### src/rtl/sram_arb_pkg.sv
// +-----------------------------------------------------------------------+
// | sram_arb_pkg : shared state encoding and default sizes for sram_arb    |
// | Revision     : 1.0                                                     |
// +-----------------------------------------------------------------------+
`default_nettype none

package sram_arb_pkg;

  localparam int c_addr_w_def = 14;
  localparam int c_data_w_def = 32;
  localparam int c_tmo_w_def  = 20;

  typedef enum logic [1:0] {
    ST_FUNC  = 2'd0,
    ST_DRAIN = 2'd1,
    ST_BIST  = 2'd2
  } state_t;

endpackage

`default_nettype wire

### src/rtl/sram_arb_rr.sv
// +-----------------------------------------------------------------------+
// | rr_arb2 : two-way round-robin arbiter, last winner yields on a tie     |
// | Revision: 1.0                                                          |
// +-----------------------------------------------------------------------+
`default_nettype none

module rr_arb2
  import sram_arb_pkg::*;
(
  input  logic       clk,
  input  logic       rst,
  input  logic [1:0] req,
  output logic [1:0] gnt
);

  // Set after requester 0 wins, so requester 1 takes the next tie.
  logic r_prio_b;

  always_comb begin
    gnt = 2'b00;
    if (req[0] && (!req[1] || !r_prio_b)) begin
      gnt[0] = 1'b1;
    end else if (req[1]) begin
      gnt[1] = 1'b1;
    end
  end

  always_ff @(posedge clk) begin
    if (rst) begin
      r_prio_b <= 1'b0;
    end else if (gnt[0]) begin
      r_prio_b <= 1'b1;
    end else if (gnt[1]) begin
      r_prio_b <= 1'b0;
    end
  end

endmodule

`default_nettype wire

### src/rtl/sram_arb.sv
// +-----------------------------------------------------------------------+
// | sram_arb : two functional ports plus exclusive BIST access to one SRAM |
// | Revision : 1.0                                                         |
// +-----------------------------------------------------------------------+
`default_nettype none

module sram_arb
  import sram_arb_pkg::*;
#(
  parameter int ADDR_W = c_addr_w_def,
  parameter int DATA_W = c_data_w_def,
  parameter int TMO_W  = c_tmo_w_def
) (
  input  logic                clk,
  input  logic                rst,
  input  logic                a_req,
  input  logic                a_we,
  input  logic [DATA_W/8-1:0] a_be,
  input  logic [ADDR_W-1:0]   a_addr,
  input  logic [DATA_W-1:0]   a_wdata,
  output logic                a_gnt,
  output logic                a_rvalid,
  output logic [DATA_W-1:0]   a_rdata,
  input  logic                b_req,
  input  logic                b_we,
  input  logic [DATA_W/8-1:0] b_be,
  input  logic [ADDR_W-1:0]   b_addr,
  input  logic [DATA_W-1:0]   b_wdata,
  output logic                b_gnt,
  output logic                b_rvalid,
  output logic [DATA_W-1:0]   b_rdata,
  input  logic                bist_req,
  output logic                bist_gnt,
  input  logic                bist_cen,
  input  logic [DATA_W/8-1:0] bist_wen,
  input  logic [ADDR_W-1:0]   bist_addr,
  input  logic [DATA_W-1:0]   bist_wdata,
  input  logic                bist_done,
  input  logic                bist_fail,
  output logic                test_done,
  output logic                test_fail,
  output logic                test_tmo,
  output logic                mem_cen,
  output logic [DATA_W/8-1:0] mem_wen,
  output logic [ADDR_W-1:0]   mem_addr,
  output logic [DATA_W-1:0]   mem_din,
  input  logic [DATA_W-1:0]   mem_dout
);

  localparam int c_nb = DATA_W / 8;
  // Last count before terminal; the watchdog fires on the 2^TMO_W-1'th BIST cycle.
  localparam logic [TMO_W-1:0] c_wdog_last = {{(TMO_W-1){1'b1}}, 1'b0};

  state_t            r_state;
  state_t            w_state_nxt;
  logic [1:0]        w_arb_req;
  logic [1:0]        w_gnt;
  logic              r_a_rvalid;
  logic              r_b_rvalid;
  logic              r_test_done;
  logic              r_test_fail;
  logic              r_test_tmo;
  logic [TMO_W-1:0]  r_wdog;

  // A pending BIST request blocks functional grants in the same cycle.
  assign w_arb_req = (r_state == ST_FUNC && !bist_req) ? {b_req, a_req} : 2'b00;

  rr_arb2 u_rr (
    .clk (clk),
    .rst (rst),
    .req (w_arb_req),
    .gnt (w_gnt)
  );

  assign a_gnt     = w_gnt[0];
  assign b_gnt     = w_gnt[1];
  assign a_rvalid  = r_a_rvalid;
  assign b_rvalid  = r_b_rvalid;
  assign a_rdata   = r_a_rvalid ? mem_dout : '0;
  assign b_rdata   = r_b_rvalid ? mem_dout : '0;
  assign test_done = r_test_done;
  assign test_fail = r_test_fail;
  assign test_tmo  = r_test_tmo;

  always_comb begin
    w_state_nxt = r_state;
    bist_gnt    = 1'b0;
    mem_cen     = 1'b1;
    mem_wen     = {c_nb{1'b1}};
    mem_addr    = '0;
    mem_din     = '0;
    case (r_state)
      ST_FUNC: begin
        if (bist_req) begin
          w_state_nxt = ST_DRAIN;
        end else if (w_gnt[0]) begin
          mem_cen  = 1'b0;
          mem_wen  = a_we ? ~a_be : {c_nb{1'b1}};
          mem_addr = a_addr;
          mem_din  = a_wdata;
        end else if (w_gnt[1]) begin
          mem_cen  = 1'b0;
          mem_wen  = b_we ? ~b_be : {c_nb{1'b1}};
          mem_addr = b_addr;
          mem_din  = b_wdata;
        end
      end
      ST_DRAIN: begin
        w_state_nxt = ST_BIST;
      end
      ST_BIST: begin
        bist_gnt = 1'b1;
        mem_cen  = bist_cen;
        mem_wen  = bist_wen;
        mem_addr = bist_addr;
        mem_din  = bist_wdata;
        if (!bist_req) begin
          w_state_nxt = ST_FUNC;
        end
      end
      default: begin
        w_state_nxt = ST_FUNC;
      end
    endcase
  end

  always_ff @(posedge clk) begin
    if (rst) begin
      r_state     <= ST_FUNC;
      r_a_rvalid  <= 1'b0;
      r_b_rvalid  <= 1'b0;
      r_test_done <= 1'b0;
      r_test_fail <= 1'b0;
      r_test_tmo  <= 1'b0;
      r_wdog      <= '0;
    end else begin
      r_state    <= w_state_nxt;
      r_a_rvalid <= w_gnt[0] & ~a_we;
      r_b_rvalid <= w_gnt[1] & ~b_we;
      if (r_state == ST_FUNC && bist_req) begin
        r_test_done <= 1'b0;
        r_test_fail <= 1'b0;
        r_test_tmo  <= 1'b0;
        r_wdog      <= '0;
      end else if (r_state == ST_BIST && !r_test_done) begin
        // The first completion wins; status is then frozen until the next drain.
        if (bist_done) begin
          r_test_done <= 1'b1;
          r_test_fail <= bist_fail;
        end else if (r_wdog == c_wdog_last) begin
          r_test_done <= 1'b1;
          r_test_fail <= 1'b1;
          r_test_tmo  <= 1'b1;
        end else begin
          r_wdog <= r_wdog + 1'b1;
        end
      end
    end
  end

endmodule

`default_nettype wire

### config.mk
export PLATFORM = sky130hd
export DESIGN_NAME = sram_arb
export DESIGN_NICKNAME = d
export VERILOG_FILES = /design/src/rtl/sram_arb_pkg.sv /design/src/rtl/sram_arb_rr.sv /design/src/rtl/sram_arb.sv
export SDC_FILE = /design/constraint.sdc
export NUM_CORES = 1
export LEC_CHECK = 0
export ABC_AREA = 1
export BUFFER_PORTS_ARGS = -buffer_cell sky130_fd_sc_hd__clkbuf_2
export CORE_AREA = 2 2 124 126
export DETAILED_ROUTE_END_ITERATION = 8
export DIE_AREA = 0 0 126 128
export GPL_ROUTABILITY_DRIVEN = 0
export PLACE_DENSITY_LB_ADDON = 0.2
export SLEW_MARGIN = 10
export SYNTH_ARGS = -nofsm -noshare
export SYNTH_HDL_FRONTEND = slang
export SYNTH_SLANG_ARGS = --single-unit
export TNS_END_PERCENT = 100
### constraint.sdc
create_clock -name clk -period 2.1 [get_ports clk]
set_input_delay 0.42 -clock clk [delete_from_list [all_inputs] [get_ports clk]]
set_output_delay 0.42 -clock clk [all_outputs]
set_load 0.03 [all_outputs]
# --- Word level (Yosys, flattened, before mapping) ---
# Index checks and enable logic that the tools add are counted.
word_totals:
  regBits: 28
  inputBits: 192
  out_inout_bits: 123
  wordCells: 72
classes:
  n_addsub: 1
  n_eq_ne: 5
  n_mux: 33
  bitwise_logic: 8
  n_reduce_logical: 17
op_table:
  columns: ["op", "count"]
  rows:
  - ["32-bit 2-to-1 mux", 5]
  - ["32-bit one-hot mux with 2 select lines", 1]
  - ["14-bit 2-to-1 mux", 3]
  - ["14-bit one-hot mux with 2 select lines", 1]
  - ["20-bit by 1-bit adder with 20-bit output (second input constant)", 1]
  - ["20-bit == test (second input constant)", 1]
  - ["4-bit 2-to-1 mux", 5]
  - ["1-bit 2-to-1 mux", 12]
  - ["4-bit NOT", 2]
  - ["4-bit one-hot mux with 2 select lines", 1]
  - ["2-bit 2-to-1 mux", 3]
  - ["2-bit one-hot mux with 3 select lines", 1]
  - ["3-bit AND reduction", 2]
  - ["1-bit logical AND", 4]
  - ["1-bit logical NOT", 4]
  - ["2-bit != test (second input constant)", 2]
  - ["1-bit NOT", 4]
  - ["2-bit AND reduction", 2]
  - ["2-bit nonzero test", 2]
  - ["1-bit AND", 2]
  - ["2-bit by 1-bit == test with 1-bit output (second input constant)", 1]
  - ["2-bit == test (second input constant)", 1]
  - ["2-bit logical NOT", 1]
  - ["1-bit one-hot mux with 2 select lines", 1]
  - ["other kinds (2)", 2]

# --- Depth between registers and ports, before layout ---
# Gate-level depths: netlist of run 1.
logic_depth:
  word_depth: 11
  mapped_depth: 10
  ltp_nobuf: 10

# --- Hierarchy ---
# From an unflattened synthesis of run 1, not the netlist that was laid out.
hier_totals:
  hier_cells: 672
  hier_area_um2: 3399.5
by_module_without_submodules:
  columns: ["module", "n_inst", "cells_per_inst", "area_each_um2", "seq_area_each_um2"]
  rows:
  - ["sram_arb", 1, 663, 3343.2, 540.5]
  - ["rr_arb2", 1, 9, 56.3, 20.0]

# --- Worst setup path after synthesis of run 1 ---
# No wires, ideal clock.
synth_timing:
  kind: "reg2out"
  startpoint: "reg r_state[0]"
  endpoint: "out mem_addr[10]"
  arrival_ps: 1538
  required_ps: 1680
  slack_ps: 142
  path_stages_with_launch: 9
  n_path_buf: 1
  cell_sequence: "dfxtp_1 nor2_2 nand2_1 inv_1 nand2_1 nor2_2 buf_2 a22oi_1 nand2_1"
synth_between:
  elab_chain_cells: 11
  elab_cells_between_ends: 14
  cone_classes: "1 x eq/ne; 8 x mux; 5 x reduce/logical"
synth_lines:
  columns: ["element", "line_no", "rtl"]
  rows:
  - ["start: declaration", "sram_arb.sv:54", "state_t r_state;"]
  - ["start signal: assignment", "sram_arb.sv:137", "r_state <= w_state_nxt;"]
  - ["2-bit logical NOT *", "sram_arb.sv:66", "assign w_arb_req = (r_state == ST_FUNC && !bist_req) ? {b_req, a_req} : 2'b00;"]
  - ["1-bit logical AND *", "sram_arb.sv:66", null]
  - ["2-bit 2-to-1 mux *", "sram_arb.sv:66", null]
  - ["1-bit logical NOT", "sram_arb_rr.sv:21", "if (req[0] && (!req[1] || !r_prio_b)) begin"]
  - ["1-bit logical OR", "sram_arb_rr.sv:21", null]
  - ["1-bit logical AND", "sram_arb_rr.sv:21", null]
  - ["1-bit 2-to-1 mux *", "sram_arb_rr.sv:21", null]
  - ["named net b_gnt", "sram_arb.sv:29", "output logic b_gnt,"]
  - ["14-bit 2-to-1 mux *", "sram_arb.sv:101", "end else if (w_gnt[1]) begin"]
  - ["14-bit 2-to-1 mux *", "sram_arb.sv:96", "end else if (w_gnt[0]) begin"]
  - ["14-bit 2-to-1 mux *", "sram_arb.sv:94", "if (bist_req) begin"]
  - ["14-bit one-hot mux with 2 select lines *", "sram_arb.sv:92", "case (r_state)"]
  - ["end: declaration", "sram_arb.sv:45", "output logic [ADDR_W-1:0] mem_addr,"]
# Mark *: on every way through the listed nets, which the timed path passes. The rest lies on a longest branch.

# --- Worst setup path in the final report of run 1 ---
layout_timing:
  startpoint: "reg r_state[1]"
  endpoint: "out mem_addr[0]"
layout_between:
  elab_chain_cells: 11
  elab_cells_between_ends: 14
  cone_classes: "1 x eq/ne; 8 x mux; 5 x reduce/logical"
layout_lines:
  columns: ["element", "line_no"]
  rows:
  - ["2-bit logical NOT", "sram_arb.sv:66, sram_arb.sv:92"]
  - ["1-bit logical AND", "sram_arb.sv:66"]
  - ["2-bit 2-to-1 mux", "sram_arb.sv:66"]
  - ["1-bit logical NOT", "sram_arb_rr.sv:21"]
  - ["1-bit logical OR", "sram_arb_rr.sv:21"]
  - ["1-bit logical AND", "sram_arb_rr.sv:21"]
  - ["1-bit 2-to-1 mux", "sram_arb_rr.sv:21"]
  - ["14-bit 2-to-1 mux", "sram_arb.sv:101"]
  - ["14-bit 2-to-1 mux", "sram_arb.sv:96"]
  - ["14-bit 2-to-1 mux", "sram_arb.sv:94"]
  - ["14-bit one-hot mux with 2 select lines *", "sram_arb.sv:92"]
# Every way passes the cells marked *; elsewhere a longest branch is shown, timed or not.

==> summary.md, run 1 <==
| Metric | Value |
|---|---|
| LEAKAGE | `3.44 nW` |
| Post-DP HPWL | `13.5 mm` |
| Iter 0 DRT Violations | `244` |
| DRC | `0` |
| GRT Total Usage | `19.4%` |
| Antenna cells | `0` |
| First-pass GRT wire length | `24.8 mm` |
| Relative slew slack | `69.0%` |
| H-Tree Depth | `1` |
| Worst R2R Setup Slack | `0.34 ns` |
| Die H | `128 um` |
| Die W | `126 um` |
| Total gr overflow | `0` |
| Initial Util | `20.3%` |
| Vias in the first global route | `4295` |
| Final Hold Viols | `0` |
| Outcome | `finished with violations` |
| Placed insts | `1044` |
| #FFs+latches synth | `28` |
| Clock buffer depth | `2` |
| Worst vdd ir | `0.000282 V` |
| Crit Reg-Reg Endpoint | `r_wdog[14]$_SDFFE_PP0P_` |
| Mapped Area | `0.00302 mm2` |
| CP arrival | `1.81 ns` |
| Clock sinks | `28` |
| Yosys warns | `0` |
| Top FF cell, synth | `dfxtp_1` |
| Logic depth of the worst register-to-register path | `9` |
| Syn Inst Count | `544` |
| # nets final | `1070` |
| Unrepaired setup endpoints after global routing | `yes` |
| Skew final | `0.00454 ns` |
| Net count of the mapped netlist | `738` |
| Ranking of synthesized cells by area | `nand2_1, dfxtp_1, a22oi_1` |
| Mean Syn Cell Area | `5.56 um2` |
| Most frequent cell after synthesis | `nand2_1` |
| Crit path from | `r_state[1]$_SDFFE_PP0P_` |
| Synth top area share | `28.9%` |
| Initial antenna violation count | `0` |
| DR vias | `4585` |
| DRT Pass-1 Iters | `5` |
| Worst skew pair latency | `0.27 ns` |
| Hold Path Class | `primary input to register` |
| Top cell type by total area after synthesis | `nand2_1` |
| FP Rows | `45` |
| Setup violations, final | `48` |
| RR Startpoint | `r_wdog[0]$_SDFFE_PP0P_` |
| Fin cells | `1063` |
| Num ports | `315` |
| Largest net degree at the start of global routing | `38` |
| Synth cell types | `30` |
| Critical setup path kind | `register to output pin` |
| Worst slew pin tran | `0.465 ns` |
| Sequential area share after synthesis | `18.5%` |
| Startpoint type of the worst setup path | `register` |
| Fin. max-slew vios | `0` |
| Total Wirelength | `17.0 mm` |
| F_max | `448 MHz` |
| Fin Setup TNS | `-3.89 ns` |
| Finished Core Util | `39.9%` |
| Die area | `0.0161 mm2` |
| Clk root buf | `clkbuf_16` |
| FILL cells | `1630` |
| Failing checks | `setup timing` |
| Top cells by count, synth | `nand2_1, inv_1, a22oi_1` |
| Setup crit end | `mem_addr[0]` |
| Power Total | `2.34 mW` |
| CTS tree | `built` |
| PortBufs | `314` |
| Final Critical Period | `2.23 ns` |
| CTS Buf Count | `3` |
| Via density | `4.31` |
| Antenna-violating nets left | `0` |
| Setup WS post-layout | `-0.133 ns` |
| Share of layout cells above drive strength 1 | `50.5%` |
| Power Density | `395 mW/mm2` |
| Clk pin slew, worst setup/hold paths | `0.07 ns` |
| Post-synth EDFFs | `0` |
| Hold Crit Depth | `2` |
| DR WL/cell | `16.0 um` |
| Maximum fanout along the worst path | `8` |
| Max Cap Viol | `0` |
| Critical Path RT | `1.68 ns` |
| Core area | `0.0149 mm2` |
| CP Capture Type | `output pin` |
| Final worst-path cycle share | `106%` |
| Async SR Flop Fraction | `0%` |
| Area grow syn2layout | `96.4%` |
## sequential cells by signal (all words and copies together) (netlist names)
signal,cells
u_rr.r_prio_b,1
test_done,1
a_rvalid,1
b_rvalid,1
r_wdog,20
test_tmo,1
r_state,2
test_fail,1
## kinds of logic after synthesis
| kind of cell | Yosys count | synth area share, % |
|---|---|---|
| AOI/OAI and AO/OA | 79 | 19.3 |
| DFF | 28 | 18.5 |
| xor gates and xnor gates | 10 | 2.90 |
| buffers and inverters | 113 | 15.3 |
| and+or+nand+nor | 312 | 43.1 |
| adders and majority gates | 2 | 0.828 |
## stage by stage
stage               worst slack, ns  hold WS [ns]  area [um2]
floorplan                     0.142         0.434        3020
global placement            -0.0152         0.457        4950
detailed placement          -0.0122         0.458        4950
CTS                          -0.147         0.395        5750
global route                 -0.199         0.395        5940
finish                       -0.133         0.396        5940
## worst min-delay path by stage
| stage | from | endpoint |
|---|---|---|
| floorplan | u_rr.r_prio_b$_SDFFE_PP0N_ | u_rr.r_prio_b$_SDFFE_PP0N_ |
| global placement | test_fail$_SDFFE_PP0P_ | test_fail$_SDFFE_PP0P_ |
| detailed placement | test_tmo$_SDFFE_PP0P_ | test_tmo$_SDFFE_PP0P_ |
| CTS | rst | r_state[0]$_SDFFE_PP0P_ |
| global route | rst | r_state[0]$_SDFFE_PP0P_ |
| finish | rst | r_state[0]$_SDFFE_PP0P_ |
## worst max-delay path, cell delays in order (launching register included)
cell and delay (ns):
dfxtp_4 0.36, nor2_4 0.11, nand2_2 0.09, nor2_4 0.15, nor2_4 0.05, buf_12 0.14
buf_12 0.14, buf_12 0.13, a22oi_2 0.15, nand2_2 0.08, buf_8 0.13
## area by class of cell
cell class | count | area (um2) | share of cell area [%]
clock buffer | 4 | 88.8 | 1.50
inverter | 89 | 334 | 5.63
multi-input combinational | 403 | 2220 | 37.4
sequential | 28 | 566 | 9.52
tap | 188 | 235 | 3.96
timing repair buffer | 351 | 2500 | 42.0
## placed cells by master, fill, tap and decap left out, drive strengths merged
cell type and count:
clkinv 1, dfxtp 28, buf 65, nor3 3, o21ai 6, inv 88, nand3 20, o21bai 1
xnor2 5, o211a 4, ha 2, nor2 42, nand2 244, o21a 1, clkbuf 290, nor4 2
xor2 5, a22oi 46, a21oi 21, nand3b 1
## power by group
group	internal, mW	switching [mW]
clock	0.293	0.199
sequential	0.538	0.00682
combinational	0.597	0.710
## what timing repair did
action | CTS | global route
cloned | 3 | 3
gates resized for setup | 134 | 66
buffers inserted | 8 | 3
pin swaps | 17 | 32
setup endpoints to repair | 50 | 51
hold buffers | 0 | 0
## metal layers
layer	up-vias	wire length, um	GRT usage (%)
li1	2356	-	-
met3	11	1220	3.46
met1	2029	7910	28.8
met2	189	7770	30.2
met4	0	122	2.20
met5	-	0	0
(Power assumes the default switching activity.)
==> run 2, diff against run 1 <==
--- a/config.mk
+++ b/config.mk
@@ -7,9 +7,9 @@
 export LEC_CHECK = 0
 export ABC_AREA = 1
 export BUFFER_PORTS_ARGS = -buffer_cell sky130_fd_sc_hd__clkbuf_2
-export CORE_AREA = 2 2 124 126
+export CORE_AREA = 2 2 123 125
 export DETAILED_ROUTE_END_ITERATION = 8
-export DIE_AREA = 0 0 126 128
+export DIE_AREA = 0 0 125 127
 export GPL_ROUTABILITY_DRIVEN = 0
 export PLACE_DENSITY_LB_ADDON = 0.2
 export SLEW_MARGIN = 10
==> run 2 against run 1 <==
Compared with the run above:
- the flow still finishes with violations (setup timing)
- power increased by 0.18%
- fmax up 2.7%
- die area shrank 1.6%
- global-route usage increased by 0.98 points
- critical endpoint is now mem_din[24]
- largest power group unchanged
==> summary.md, run 2 (synthesis results as in run 1) <==
| Metric | Value |
|---|---|
| Worst vdd ir | `0.000348 V (+23%)` |
| DRT Pass-1 Iters | `4 (-1)` |
| Crit path max-delay cell type | `dfxtp_2` |
| Final worst-path cycle share | `104% (-2.8 points)` |
| GRT Total Usage | `20.4% (+0.98 points)` |
| Antenna-violating nets left | `0 (unchanged)` |
| FILL cells | `1555 (-4.6%)` |
| Power Total | `2.35 mW (+0.18%)` |
| F_max | `460 MHz (+2.7%)` |
| Most common cell after layout, fill and taps aside | `clkbuf_2` |
| CP Capture Type | `output pin` |
| Die W | `125 um (-0.79%)` |
| Hold Path Class | `primary input to register` |
| Startpoint type of the worst setup path | `register` |
| Area of the multi-input gates | `0.00228 mm2 (+2.6%)` |
| # nets final | `1069 (-0.093%)` |
| Final Hold Viols | `0 (unchanged)` |
| Fin Setup TNS | `-0.521 ns (+3.37 ns)` |
| Area grow syn2layout | `100%` |
| Setup violations, final | `19 (-60%)` |
| PortBufs | `314 (unchanged)` |
| Relative slew slack | `77.0% (+7.9 points)` |
| Clk pin slew, worst setup/hold paths | `0.07 ns (about the same)` |
| Via density | `4.32 (+0.17%)` |
| Num ports | `315 (unchanged)` |
| Routed wl met2 | `7.74 mm (-0.49%)` |
| Post-DP HPWL | `13.8 mm (+1.7%)` |
| Placed insts | `1037 (-0.67%)` |
| Place WS | `-0.0630 ns (-0.0508 ns)` |
| Setup WS post-layout | `-0.0750 ns (+0.0584 ns)` |
| Total gr overflow | `0 (unchanged)` |
| Max reg flops | `20 (unchanged)` |
| Skew final | `0.00493 ns (+0.000393 ns)` |
| CP arrival | `1.76 ns (-0.05 ns)` |
| CP dominant cell by count | `nor2_4` |
| CP cell instances | `nor2_4, nand2_4, nor2_4, nor2_4, buf_6, buf_12, a22oi_2, nand2_2, buf_8` |
| LEAKAGE | `3.47 nW (+0.64%)` |
| Clock sinks | `28 (unchanged)` |
| Hold Buf Count CTS | `0 (unchanged)` |
| Share of layout cells above drive strength 1 | `51.7% (+1.1 points)` |
| Iter 0 DRT Violations | `241 (-1.2%)` |
| Total Wirelength | `17.5 mm (+2.5%)` |
| Storage cell area | `566 um2 (unchanged)` |
| Max Cap Viol | `0 (unchanged)` |
| Die H | `127 um (-0.78%)` |
| Outcome | `finished with violations` |
| Delay of the slowest critical-path stage | `0.34 ns (-0.02 ns)` |
| Largest net degree at the start of global routing | `34 (-11%)` |
| Maximum fanout along the worst path | `5 (-3)` |
| DR vias | `4571 (-0.31%)` |
| Top reg by flops | `r_wdog` |
| Worst slew pin tran | `0.344 ns (-0.120 ns)` |
| Fin. max-slew vios | `0 (unchanged)` |
| Critical setup path kind | `register to output pin` |
| CTS tree | `built` |
| Initial Util | `21.0% (+0.62 points)` |
| CTS Buf Count | `3 (unchanged)` |
| Core area | `0.0144 mm2 (-3.0%)` |
| Failing checks | `setup timing` |
| DR WL/cell | `16.5 um (+3.0%)` |
| Clock buffer depth | `2 (unchanged)` |
| CP Buf/Inv Count | `3 (-1)` |
| DRC | `0 (unchanged)` |
| First-pass GRT wire length | `25.6 mm (+3.5%)` |
| Power Density | `388 mW/mm2 (-1.6%)` |
| Top Layer Used | `met4` |
| Leading cell types in the layout, fill and taps excluded | `clkbuf_2, nand2_1, inv_1` |
| WL met1 | `7.87 mm (-0.61%)` |
| Die area | `0.0159 mm2 (-1.6%)` |
| Worst skew pair latency | `0.26 ns (about the same)` |
| Critical path's top delay family | `simple AND/OR/NAND/NOR gates` |
| Critical Path RT | `1.68 ns (about the same)` |
| Clk root buf | `clkbuf_16` |
| Vias in the first global route | `4480 (+4.3%)` |
| FP Rows | `44 (-2.2%)` |
| Fin cells | `1058 (-0.47%)` |
| WL met3 | `1.74 mm (+43%)` |
| Unrepaired setup endpoints after global routing | `yes` |
| Largest regs | `r_wdog: 20 flops, r_state: 2 flops` |
| H-Tree Depth | `1 (unchanged)` |
| Worst R2R Setup Slack | `0.43 ns (+0.09 ns)` |
| Initial antenna violation count | `1 (+1)` |
| Final Critical Period | `2.18 ns (-0.0584 ns)` |
## run 2: changes by cell type in the layout (fill, tap and decap cells not counted), sizes merged
cell	before	now
buf	65	67
clkbuf	290	286
diode	0	1
## run 2: final timing paths
| path | startpoint | endpoint | cells past startpoint |
|---|---|---|---|
| max reg2reg | r_state[1]$_SDFFE_PP0P_ | r_wdog[0]$_SDFFE_PP0P_ | 10 |
| min reg2reg | test_fail$_SDFFE_PP0P_ | test_fail$_SDFFE_PP0P_ | 2 |
| max | r_state[0]$_SDFFE_PP0P_ | mem_din[24] | 9 |
| min | rst | r_state[0]$_SDFFE_PP0P_ | 2 |
## run 2: power breakdown
part           switching [mW]  internal [mW]
clock network           0.183          0.253
logic                   0.744          0.623
registers             0.00639          0.538
## run 2: repair_timing
item	in CTS	in global routing
resized for setup	167	54
pin swaps	28	35
gates cloned	4	5
buffers inserted	7	3
setup endpoints to repair	52	52
## run 2: final cells by class
type / instances / area share [%]
Multi-Input combinational cell: 403 / 37.7
Tap cell: 184 / 3.81
Sequential cell: 28 / 9.36
Clock buffer: 3 / 1.24
Antenna cell: 1 / 0.0414
Inverter: 89 / 5.57
Timing Repair Buffer: 350 / 42.3
## run 2: metal layers
layer,track usage (%),vias up
li1,-,2345
met1,29.0,2035
met2,31.7,181
met3,6.24,10
met4,1.70,0
met5,0,-
## run 2: metrics by stage
stage	hold WS [ns]	area [um2]	utilization, %
6_report	0.417	6040	41.9
5_1_grt	0.424	6040	41.9
4_1_cts	0.420	5820	40.4
3_5_place_dp	0.453	4880	33.8
3_3_place_gp	0.457	4880	33.8
2_1_floorplan	0.434	3020	-
